**src/rtl/cond_unit.sv**
```systemverilog
// cond_unit: stores compare flags and resolves branch conditions against them to drive PC_SRC
module cond_unit (
    input  logic       CLK,
    input  logic       RST,
    input  logic [1:0] COND,
    input  logic       BRANCH,
    input  logic       NO_REG_WR,
    input  logic [1:0] FLAGS,
    output logic       PC_SRC
);
    logic [1:0] flg;
    logic       cond_true;
    always_ff @(posedge CLK or posedge RST)
        if (RST)
            flg <= 2'b00;
        else if (NO_REG_WR)
            flg <= FLAGS;
    // Only the stored flags are used, so a same-cycle compare never bypasses into a branch
    always_comb begin
        cond_true = (COND == 2'b11) ? 1'b1 :
                    (COND == 2'b10) ? flg[1] :
                    (COND == 2'b01) ? flg[0] :
                                      (flg == 2'b00);
        PC_SRC    = BRANCH & cond_true;
    end
endmodule

```
**config.mk**
```make
export PLATFORM = sky130hd
export DESIGN_NAME = cond_unit
export DESIGN_NICKNAME = d
export VERILOG_FILES = /design/src/rtl/cond_unit.sv
export SDC_FILE = /design/constraint.sdc
export NUM_CORES = 1
export LEC_CHECK = 0
export BUFFER_PORTS_ARGS = -buffer_cell sky130_fd_sc_hd__buf_2
export CORE_AREA = 2 2 39 41
export CTS_CLUSTER_SIZE = 8
export DETAILED_ROUTE_END_ITERATION = 10
export DIE_AREA = 0 0 41 43
export GPL_ROUTABILITY_DRIVEN = 0
export GPL_TIMING_DRIVEN = 0
export HOLD_SLACK_MARGIN = 0.08
export PLACE_DENSITY = 0.3
export SYNTH_ARGS = -nofsm -noshare
export SYNTH_HDL_FRONTEND = slang
export SYNTH_SLANG_ARGS = --single-unit
```
**constraint.sdc**
```tcl
create_clock -name CLK -period 1.9 [get_ports CLK]
set_input_delay 0.38 -clock CLK [delete_from_list [all_inputs] [get_ports CLK]]
set_output_delay 0.38 -clock CLK [all_outputs]
set_load 0.05 [all_outputs]
```
==> summary.md <==
| Metric | Value |
|---|---|
| Residual DRC count | 0 |
| Max FFs per register | 2 |
| Power Internal | 0.134 mW |
| Crit-path slowest cell | or4_4 |
| Sw Ratio | 0.261 |
| Total number of vias | 124 |
| Starting Density | 0.0741 |
| Final period util | 0.992 |
| TritonCTS clock tree | built |
| Wire per inst | around 9 um |
| F_max | 531 MHz |
| Placed wire-length estimate | 228 um |
| RSZ-0062 raised after global routing | yes |
| I/O pin count | 9 |
| Post-Layout Cell Count | 38 |
| Post-synthesis sequential area ratio | 0.488 |
| First-pass GRT wire length | about 500 um |
| Clock power frac | 0.530 |
| Final WL | between 300 and 400 um |
| Largest net degree at the start of global routing | 4 |
| DRT Pass-1 Iters | 2 |
| Max-slew headroom | 0.778 |
| Dpl cells | 34 |
| Worst IR Drop VDD | 0.232 mV |
| Crit-path max cell delay | 0.53 ns |
| Status | complete, no violations |
| Final ANT Viol Nets | 0 |
| Row cnt | 14 |
| Synth top area share | 0.488 |
| Post-synth cell types | 7 |
| YS warnings | 0 |
| # H-tree levels | 1 |
| Layout cells sized above 1 | 0.591 |
| Setup violators final | 0 |
| Ordered list of cells on the worst path | or4_4 > a31oi_4 > buf_6 |
| Biggest register | flg |
| Area after DPL | 169 um2 |
| Leakage | 0.102 nW |
| Worst Path Arrival | roughly 1.5 ns |
| CP required | 1.52 ns |
| Largest registers | flg x2 |
| Seq pwr share | 0.281 |
| Number of vias per cell | 3.26 |
| Critical path type | reg2out |
| Met2 WL | 153 um |
| Die Y | 43 um |
| CP Max Fanout | 3 |
| Grt ovf | 0 |
| Place WS | 0.105 ns |
| Post-Syn Area | 103 um2 |
| DR top layer | met4 |
| Slew @ Worst Pin | around 0.33 ns |
| Area grow syn2layout | 115% |
| Pins Over Slew Limit | 0 |
| Synthesized instance count | 10 |
| Clock skew | 0 ns |
| Clock root cell | clkbuf_4 |
| CTS buffer count | 3 |
| Most frequent cells in the layout | buf_2 (7), clkbuf_4 (3), mux2_1 (2), inv_1 (2), dfrtp_1 (2) |
| Die area | between 1500 and 2000 um2 |
| Core Region | 1380 um2 |
| Register area | 50.0 um2 |
| Clock transition at path regs | 0.03 ns |
| Max cap viols | 0 |
| Min Hold Slack | 0.383 ns |
| Final Core Density | 0.159 |
| IO Port Bufs | 8 |
| # nets final | 32 |
| DR WL met3 | around 37 um |
| Total GRT Usage | 0.0542 |
| Max Root-Sink Buffers | 2 |
| Tot Pwr | about 0.18 mW |
| Die Span X | 41 um |
| Commonest non-fill, non-tap cell in the layout | buf_2 |
| Worst skew pair latency | around 0.23 ns |
| Fin. Hold Viols | 0 |
| ANT cells | 0 |
| Syn Area/Cell | around 10 um2 |
| Initial antenna violation count | 0 |
| Clock sinks | 2 |
| Hold/Removal Path Class | in2reg |
| DRT met1 WL | 127 um |
| Total negative slack | 0 ns |
| Largest cells by area after synthesis | dfrtp_1 (49%), mux2_1 (22%), inv_1 (7.3%), or4_1 (7.3%), a31oi_1 (6.1%) |
| DRT iter0 DRCs | 1 |
| Multi-input gate area | approximately 64 um2 |
| Finished layout cell area | approximately 220 um2 |
| CP Capture Type | primary output |
| #FFs+latches synth | 2 |
| Min cycle time layout | 1.88 ns |
| Comb power frac | 0.189 |
| PwrDens | about 830 nW/um2 |
| Startpoint types | register |
| Vias in the first global route | ~140 |
| Mapped Nets | 18 |
| Fill cells | 152 |
| Worst setup margin | roughly 0.016 ns |
| Psw | 0.0474 mW |
| Largest area contributor in the netlist | dfrtp_1 |
## power groups by stage
stage               registers [mW]  clock network [mW]  logic [mW]
floorplan                   0.0495                   0      0.0160
CTS                         0.0510               0.103      0.0307
detailed placement          0.0514                   0      0.0265
finish                      0.0511              0.0963      0.0343
global route                0.0519               0.108      0.0374
global placement            0.0508                   0      0.0250
## per-layer routing
metal / global-route usage / up-vias
met3: 0.0314 / 2
met2: 0.0625 / 11
met5: 0 / -
met1: 0.0418 / 52
li1: - / 59
met4: 0.100 / 0
## synth_stat cells (all sizes together)
master  number
o21ai        1
a31oi        1
inv          2
mux2         2
nand2        1
or4          1
dfrtp        2
## cells by family after synthesis
kind of cell    after synthesis  synth area share
flops                         2             0.488
compound gates                2             0.110
buf+inv                       2            0.0732
simple gates                  2             0.110
mux                           2             0.219
## critical path, delay by kind of cell (launching register included)
| kind | cells | cell delay [ns] |
|---|---|---|
| AND/OR/NAND/NOR | 1 | 0.53 |
| AO/OA/AOI/OAI | 1 | 0.17 |
| buffers and inverters | 1 | 0.17 |
| flip-flops | 1 | 0.39 |
## repair_timing
action | 4_1_cts | 5_1_grt
endpoints found under the setup margin | 1 | 1
hold endpoints to repair | 2 | 0
gates resized for setup | 2 | 2
pin swaps | 1 | 2
hold buffers | 1 | 0
buffers inserted | 0 | 0
## cell type report
class	count	share of cell area
clock buffer	3	0.102
inverter	2	0.0341
multi-input combinational	6	0.290
sequential	2	0.227
tap	16	0.0909
timing repair buffer	9	0.256
## final timing paths
path	startpoint	end	slack, ns	cells after the start
max	flg[0]	PC_SRC	0.02	3
min	FLAGS[0]	flg[0]	0.38	2
max reg2reg	flg[0]	flg[0]	1.09	1
min reg2reg	flg[1]	flg[1]	0.54	1
max in group asynchronous	RST	flg[1]	1.25	3
min in group asynchronous	RST	flg[0]	0.54	3
No activity file was read; power rests on OpenSTA's default activity.
